### src/rtl/wdomain.sv
// wdomain -- write-side pointer and flag logic of an asynchronous FIFO.
//
// Keeps the binary write pointer, publishes its Gray form to the read domain,
// and derives the full, overflow and (optionally) fill-level flags from the
// read pointer that has already been synchronised into wclk.
//
// Optional feature macro: WDOMAIN_LEVEL_EN
//   defined   -> wlevel / walmost_full are computed from the synchronised
//                read pointer (Gray-to-binary converter plus subtractor).
//   undefined -> wlevel / walmost_full are tied to 0 and no level logic exists.
//
// Ports:
//   wclk          in   write-domain clock, rising edge
//   wrst          in   synchronous active-high reset
//   winc          in   write request from the producer
//   wr_rptr       in   Gray read pointer, synchronised into wclk (ADDRSIZE+1)
//   waddr         out  memory write address = low bits of binary write pointer
//   wen           out  memory write strobe, combinational winc & ~wfull
//   wptr          out  registered Gray write pointer (ADDRSIZE+1)
//   wfull         out  registered full flag
//   woverflow     out  sticky: a write was attempted while full
//   wlevel        out  registered fill level 0..2^ADDRSIZE (ADDRSIZE+1)
//   walmost_full  out  registered, wlevel >= AFULL_THRESH
module wdomain #(
    parameter int ADDRSIZE     = 4,
    parameter int AFULL_THRESH = (1 << ADDRSIZE) - 2
) (
    input  logic                wclk,
    input  logic                wrst,
    input  logic                winc,
    input  logic [ADDRSIZE:0]   wr_rptr,
    output logic [ADDRSIZE-1:0] waddr,
    output logic                wen,
    output logic [ADDRSIZE:0]   wptr,
    output logic                wfull,
    output logic                woverflow,
    output logic [ADDRSIZE:0]   wlevel,
    output logic                walmost_full
);

    logic [ADDRSIZE:0] wbin;
    logic [ADDRSIZE:0] wbinnext;
    logic [ADDRSIZE:0] wgraynext;
    logic              full_next;

    assign wen       = winc & ~wfull;
    assign waddr     = wbin[ADDRSIZE-1:0];
    assign wbinnext  = wbin + {{ADDRSIZE{1'b0}}, wen};
    assign wgraynext = (wbinnext >> 1) ^ wbinnext;

    // The FIFO is full when the next write pointer has lapped the read
    // pointer exactly once: in Gray code that is the top two bits inverted
    // and the rest equal. Comparing against wgraynext (not wptr) makes wfull
    // rise on the same edge that takes the last free slot.
    assign full_next = (wgraynext == {~wr_rptr[ADDRSIZE:ADDRSIZE-1],
                                      wr_rptr[ADDRSIZE-2:0]});

    always_ff @(posedge wclk) begin
        if (wrst) begin
            wbin      <= '0;
            wptr      <= '0;
            wfull     <= 1'b0;
            woverflow <= 1'b0;
        end else begin
            wbin  <= wbinnext;
            wptr  <= wgraynext;
            wfull <= full_next;
            if (winc && wfull) begin
                woverflow <= 1'b1;
            end
        end
    end

`ifdef WDOMAIN_LEVEL_EN
    localparam logic [ADDRSIZE:0] AFULL_LVL = (ADDRSIZE + 1)'(AFULL_THRESH);

    logic [ADDRSIZE:0] rbin_sync;
    logic [ADDRSIZE:0] level_next;

    // Gray to binary: each binary bit is the XOR of all Gray bits at or
    // above it.
    always_comb begin
        rbin_sync = '0;
        for (int i = 0; i <= ADDRSIZE; i++) begin
            rbin_sync[i] = ^(wr_rptr >> i);
        end
    end

    // Modulo subtraction of the extended pointers gives 0..2^ADDRSIZE.
    assign level_next = wbinnext - rbin_sync;

    always_ff @(posedge wclk) begin
        if (wrst) begin
            wlevel       <= '0;
            walmost_full <= 1'b0;
        end else begin
            wlevel       <= level_next;
            walmost_full <= (level_next >= AFULL_LVL);
        end
    end
`else
    assign wlevel       = '0;
    assign walmost_full = 1'b0;
`endif

endmodule

### config.mk
export PLATFORM = sky130hd
export DESIGN_NAME = wdomain
export DESIGN_NICKNAME = d
export VERILOG_FILES = /design/src/rtl/wdomain.sv
export SDC_FILE = /design/constraint.sdc
export NUM_CORES = 1
export LEC_CHECK = 0
export CELL_PAD_IN_SITES_DETAIL_PLACEMENT = 1
export CELL_PAD_IN_SITES_GLOBAL_PLACEMENT = 2
export CORE_MARGIN = 2
export CORE_UTILIZATION = 23
export CTS_CLUSTER_DIAMETER = 50
export DETAILED_ROUTE_END_ITERATION = 10
export PLACE_DENSITY_LB_ADDON = 0.1
export SLEW_MARGIN = 20
export SYNTH_ARGS = -nofsm -noshare
export SYNTH_HDL_FRONTEND = slang
export SYNTH_SLANG_ARGS = --single-unit
### constraint.sdc
create_clock -name wclk -period 3.6 [get_ports wclk]
set_input_delay 0.72 -clock wclk [delete_from_list [all_inputs] [get_ports wclk]]
set_output_delay 0.72 -clock wclk [all_outputs]
set_load 0.01 [all_outputs]
Word-level counts from Yosys, hierarchy flattened:

Index checks and enable logic that the tools add are counted.

* register bits after elaboration: 12
* bits in latches: 0
* bits in writable memories: 0
* bits in read-only memories: 0
* input bits: 8
* output and inout port bits: 18
* word-level logic and storage cells: 11
* memories: 0

* add/sub/neg operators: 1
* multiply operators: 0
* div/mod/pow operators: 0
* magnitude comparators: 0
* equality and inequality tests: 1
* shifts and indexed selects: 0
* multiplexer cells: 0
* bitwise logic cells: 4
* reductions and logical operators: 1

Operators with widths (count)
* 5-bit by 1-bit adder with 5-bit output: 1
* 5-bit equality test: 1
* 4-bit by 5-bit XOR with 5-bit output: 1
* 2-bit inverter: 1
* 1-bit bitwise AND: 1
* 1-bit logical AND: 1
* 1-bit inverter: 1

Logic depth before layout (Yosys ltp):

Gate-level depths: netlist of run 1.

* word-level depth: 5
* depth in mapped cells: 7
* mapped depth without buffers: 7

Worst setup path before layout of run 1:

Ideal clock, no wire load.

* path type: input to register
* from: input winc
* to: register wfull
* setup time: 0.103 ns
* arrival time: 2.264 ns
* data required time: 3.497 ns
* slack: 1.232 ns
* cell stages on the path: 7
* path buffers: 0
* cells stage by stage: nor2b_1 ha_1 ha_1 nand3_1 xor2_1 or3_1 a2111oi_2

* cells in the longest elaborated chain, start to end: 4

Ends and longest elaborated chain
* start: declaration: line 30 `input logic winc,`
* 1-bit bitwise AND: line 46 `assign wen = winc & ~wfull;`
* 5-bit by 1-bit adder with 5-bit output: line 48 `assign wbinnext = wbin + {{ADDRSIZE{1'b0}}, wen};`
* 4-bit by 5-bit XOR with 5-bit output: line 49 `assign wgraynext = (wbinnext >> 1) ^ wbinnext;`
* 5-bit equality test: line 55 `assign full_next = (wgraynext == {~wr_rptr[ADDRSIZE:ADDRSIZE-1],`
* end signal: assignment: line 67 `wfull <= full_next;`
* end: declaration: line 35 `output logic wfull,`

Every way passes these cells.
A chain may end at the register's enable or synchronous reset.

Worst setup path in the final report of run 1:

* from: input winc
* to: output wen

* cells in the longest elaborated chain, start to end: 1

Ends and longest elaborated chain
* 1-bit bitwise AND: line 46
* end: declaration: line 33 `output logic wen,`

Every way passes these cells.

==> results of run 1 <==
[worst paths after layout]
kind	end	cells past startpoint
hold reg to reg	woverflow	2
setup reg to reg	wfull	7
setup / recovery	wen	3
hold / removal	woverflow	2
[where the power goes]
group | switching [mW] | leakage (nW) | internal [mW]
clock network | 0.0379 | 0.0150 | 0.0428
registers | 0.00310 | 0.0895 | 0.128
logic | 0.0285 | 0.188 | 0.0357
total | 0.0695 | 0.292 | 0.207
[metal layers]
metal,track usage,up-vias,part of all wire,wire length (um)
met5,0,-,0,0
met2,0.1224,12,0.46,483
met4,0.03947,0,0.013,13
met3,0.05747,2,0.064,66
met1,0.1093,179,0.46,475
li1,-,205,-,-
[cells by family after synthesis]
logic type	count (synthesis)	synth area share
simple gates	18	0.1631
xor+xnor	11	0.2080
flops	11	0.4161
buf+inv	7	0.09219
compound gates	3	0.04727
fa+ha+maj	2	0.04727
other cells	1	0.007085
mux	1	0.01891
[sequential cells by signal (all words and copies together) (netlist names)]
name	flops
wfull	1
woverflow	1
wbin	4
wptr	5
[layout by cell type (no fill, tap or decap), drive strengths merged]
cell | netlist | routed
clkdlybuf4s50 | 0 | 19
dfxtp | 11 | 11
xnor2 | 8 | 8
nor2 | 8 | 8
conb | 1 | 6
clkbuf | 1 | 4
nor2b | 3 | 3
nand3 | 3 | 3
xor2 | 2 | 2
a21oi | 2 | 2
ha | 2 | 2
or2 | 1 | 1
nand2 | 1 | 1
xnor3 | 1 | 1
or3 | 1 | 1
and2 | 1 | 1
mux2i | 1 | 1
a2111oi | 1 | 1
[final cells by class]
type | instances | area [sq um]
repair buffers | 19 | 190.2
well taps | 28 | 35.03
fillers | 258 | 1440
clock buffers | 4 | 26.28
flip-flops and latches | 11 | 220.2
multi-input cells | 41 | 279.0
[critical path, cell delays in order]
cell	delay, ns
clkdlybuf4s50_1	0.48
nor2b_1	0.18
clkdlybuf4s50_1	0.56
==> impl_metrics.ini, run 1 <==
[sta]
setup_ws_ns = 0.9278
clock_skew_ns = 0.002676
slew_violations = 0
hold_viol = 0
fin_setup_tns_ns = 0
rsz0062_at_grt = no
hold_ws_ns = 0.4822
fmax_ghz = 0.3742
fin_crit_ns = 2.672
setup_viol = 0
finalCritPeriodShare = 0.7423

[global_routing]
gr-usage-all-layers = 0.08981
grt_pass1_vias = 362
grt_pass1_wl_mm = 1.690
grt_max_degree = 12
antenna_found_initial = 0
overflow = 0

[floorplanning]
fp-row-count = 17
die_h_um = 51.97
die_area_sq_um = 2701
ios = 26
die_w_um = 51.97
core_sq_um = 2191
initial_core_util = 0.2416

[hold_path]
holdCritPathClass = flip-flop to flip-flop
hold_start = woverflow

[placement]
portBuffers = 19
dp.cells = 99
routabilityCongestion = 0.7356
dp_hpwl_um = 813.8
dpl_cell_area_sq_um = 724.4
pre_cts_ws_ns = 0.7365

[yosys]
ys_ff_latch = 11
dominantRegCellSynth = dfxtp_1
synthTopCellsByArea = dfxtp_1, xnor2_1, buf_4
yosys_warnings = 0
avgSynthCellArea_sq_um = 9.801
synth_area_sq_um = 529.3
synthArstFlopShare = 0
yosys.cell_count.top_type = dfxtp_1
yosys.area.top_type = dfxtp_1
synth_edf_count = 0
synth_top_area_share = 0.4161
ys_types = 18
ys_seq_area_frac = 0.4161
synthCells = 54
netlist_top_cells_count = dfxtp_1, nor2_1, xnor2_1, buf_4

[cts]
cts-root-buf = clkbuf_4
clockBufferDepth = 2
holdBufCountCts = 0
insertion_delay_ns = 0.26
cts_sinks = 11
h-tree-depth = 1
clk_pin_slew_ns = 0.06
post_cts_buffers = 0
cts_tree = yes
cts_resized = 0
cts_made_buffers = 3

[cells_and_area]
fin_cells = 103
area_delta_synth_final_pct = 41.84
drive_above_1_share = 0.06667
design_area_sq_um = 750.7
nets = 86
layout.core_utilization = 0.3427
diodes = 0

[drt]
routed_wirelength_mm = 1.039
via_per_inst = 3.864
drcViolationCount = 0
dr.pass1.iters = 2
wire_per_inst_um = 10.09
detailedRoute.firstIterationViolations = 2
ant_nets = 0
num_vias = 398

[worst_setup_path]
endpoint_kind = output pin
r2r_start = wfull
cp.arrival_ns = 1.95
cp-start-kind = input port
startpoint = winc
critical_path.max_fanout = 2
critPathKind = input port to output pin
r2r_slack_ns = 1.67
worstPathRequired_ns = 2.88

[run]
maxCapViolCount = 0

[pwr]
finalPower_mw = 0.2764
p_leak_nw = 0.2925
power_density_nw_per_um2 = 368.2
peakVddDrop_mv = 0.2208

[outcome]
status = finished clean
No activity file was read; power rests on OpenSTA's default activity.
==> run 2: changes to the inputs <==
--- a/config.mk
+++ b/config.mk
@@ -8,7 +8,7 @@
 export CELL_PAD_IN_SITES_DETAIL_PLACEMENT = 1
 export CELL_PAD_IN_SITES_GLOBAL_PLACEMENT = 2
 export CORE_MARGIN = 2
-export CORE_UTILIZATION = 23
+export CORE_UTILIZATION = 21
 export CTS_CLUSTER_DIAMETER = 50
 export DETAILED_ROUTE_END_ITERATION = 10
 export PLACE_DENSITY_LB_ADDON = 0.1
==> constraint.sdc (replaced) <==
create_clock -name wclk -period 2.75 [get_ports wclk]
set_input_delay 0.55 -clock wclk [delete_from_list [all_inputs] [get_ports wclk]]
set_output_delay 0.55 -clock wclk [all_outputs]
set_load 0.01 [all_outputs]
==> run 2 against run 1 <==
Compared with the run above:
- count of clock-buffer cells in the layout stayed put
- clock power grew 33%
- combinational power grew 34%
- utilization shrank 2.4 points
- clock skew rose by 0.0046 ns
- critical path depth up 5
- register-to-register slack worse by 0.86 ns
- highest routed layer unchanged
- die area rose by 8.8%
- via count grew 5.3%
- critical endpoint is now wfull
==> impl_metrics.ini, run 2 (synthesized netlist as in run 1, its figures left out) <==
[global_routing]
grt_pass1_wl_mm = 1.856
overflow = 0
grtUsageMet2 = 0.1486
use_met1 = 0.1005
antenna_found_initial = 0
gr-usage-all-layers = 0.09639
grt.met3_usage = 0.06944
grt_max_degree = 12
busiest_layer = met2
grt_pass1_vias = 416

[drt]
ant_nets = 0
drcViolationCount = 0
wire_per_inst_um = 10.40
detailedRoute.firstIterationViolations = 3
dr.pass1.iters = 3
via_per_inst = 3.880
num_vias = 419
routed_wirelength_mm = 1.123

[cells_and_area]
reg_top3 = wptr x5, wbin x4
design_area_sq_um = 775.7
layout.core_utilization = 0.3189
nets = 89
largest_register_ffs = 5
final_common_cell = clkdlybuf4s50_1
fin_cells = 108
diodes = 0
regMostFlops = wptr
drive_above_1_share = 0.1026
layout_common_cells = clkdlybuf4s50_1, dfxtp_1, xnor2_1, nor2_1, conb_1
area_delta_synth_final_pct = 46.57

[sta]
finalCritPeriodShare = 0.8744
fin_setup_tns_ns = 0
hold_viol = 0
slew_violations = 0
rsz0062_at_grt = no
hold_ws_ns = 0.4827
clock_skew_ns = 0.007266
setup_viol = 0
fmax_ghz = 0.4159
fin_crit_ns = 2.405
setup_ws_ns = 0.3455

[floorplanning]
die_h_um = 54.20
initial_core_util = 0.2176
die_w_um = 54.20
die_area_sq_um = 2938
core_sq_um = 2432
ios = 26
fp-row-count = 18

[run]
maxCapViolCount = 0

[cts]
cts_tree = yes
clk_pin_slew_ns = 0.07
insertion_delay_ns = 0.26
holdBufCountCts = 0
cts_sinks = 11
h-tree-depth = 1
post_cts_buffers = 0
cts_resized = 0
cts_made_buffers = 3
clockBufferDepth = 2
cts-root-buf = clkbuf_4

[pwr]
power_density_nw_per_um2 = 470.2
peakVddDrop_mv = 0.2630
p_leak_nw = 0.3062
finalPower_mw = 0.3648

[outcome]
status = finished clean

[placement]
pre_cts_ws_ns = 0.04678
routabilityCongestion = 0.6637
dp.cells = 104
dpl_cell_area_sq_um = 749.5
portBuffers = 19

[worst_setup_path]
cp-start-kind = input port
critical_path.max_fanout = 4
r2r_start = wfull
worstPathRequired_ns = 2.91
endpoint_kind = flip-flop
cp.arrival_ns = 2.57
critPathKind = input port to flip-flop
startpoint = winc

[hold_path]
hold_start = woverflow
holdCritPathClass = flip-flop to flip-flop
==> run 2: area by class of cell <==
cell class,count,area [sq um]
flip-flops and latches,11,220.2
clock buffers,4,26.28
fillers,292,1657
repair buffers,22,212.7
multi-input cells,41,279.0
well taps,30,37.54
==> run 2: final timing paths <==
kind / cells past startpoint / to / slack (ns)
worst min register to register: 2 / woverflow / 0.48
worst min-delay path: 2 / woverflow / 0.48
worst max register to register: 7 / wfull / 0.81
worst max-delay path: 8 / wfull / 0.35
==> run 2: where the power goes <==
| group | switching (mW) | leakage [nW] | total [mW] | internal, mW |
|---|---|---|---|---|
| Sequential | 0.00385 | 0.0895 | 0.172 | 0.168 |
| Combinational | 0.0384 | 0.202 | 0.0861 | 0.0476 |
| Clock | 0.0508 | 0.0150 | 0.107 | 0.0560 |
| Total | 0.0930 | 0.306 | 0.365 | 0.272 |
==> run 2: routing by layer <==
layer	share of wire	wire [um]
met3	0.081	91
met5	0	0
met1	0.42	470
met4	0.011	12
met2	0.49	549
==> run 2: critical path, cell delays in order <==
cell             delay [ns]
clkdlybuf4s50_1        0.47
nor2b_1                0.19
ha_1                   0.21
ha_1                   0.18
nand3_1                0.10
xor2_1                 0.20
or3_1                  0.38
a2111oi_2              0.29
==> run 3: changes to the inputs <==
--- a/config.mk
+++ b/config.mk
@@ -11,6 +11,7 @@
 export CORE_UTILIZATION = 21
 export CTS_CLUSTER_DIAMETER = 50
 export DETAILED_ROUTE_END_ITERATION = 10
+export GPL_ROUTABILITY_DRIVEN = 0
 export PLACE_DENSITY_LB_ADDON = 0.1
 export SLEW_MARGIN = 20
 export SYNTH_ARGS = -nofsm -noshare
==> constraint.sdc (replaced) <==
create_clock -name wclk -period 2.75 [get_ports wclk]
set_input_delay 0.55 -clock wclk [delete_from_list [all_inputs] [get_ports wclk]]
set_output_delay 0.55 -clock wclk [all_outputs]
set_load 0.02 [all_outputs]
==> results of run 3 <==
The final DEF is identical to that of run 2. Status: finished clean.
Among the figures that moved: total power 0.3648 mW -> 0.3757 mW; worst IR drop on VDD 0.2630 mV -> 0.2635 mV
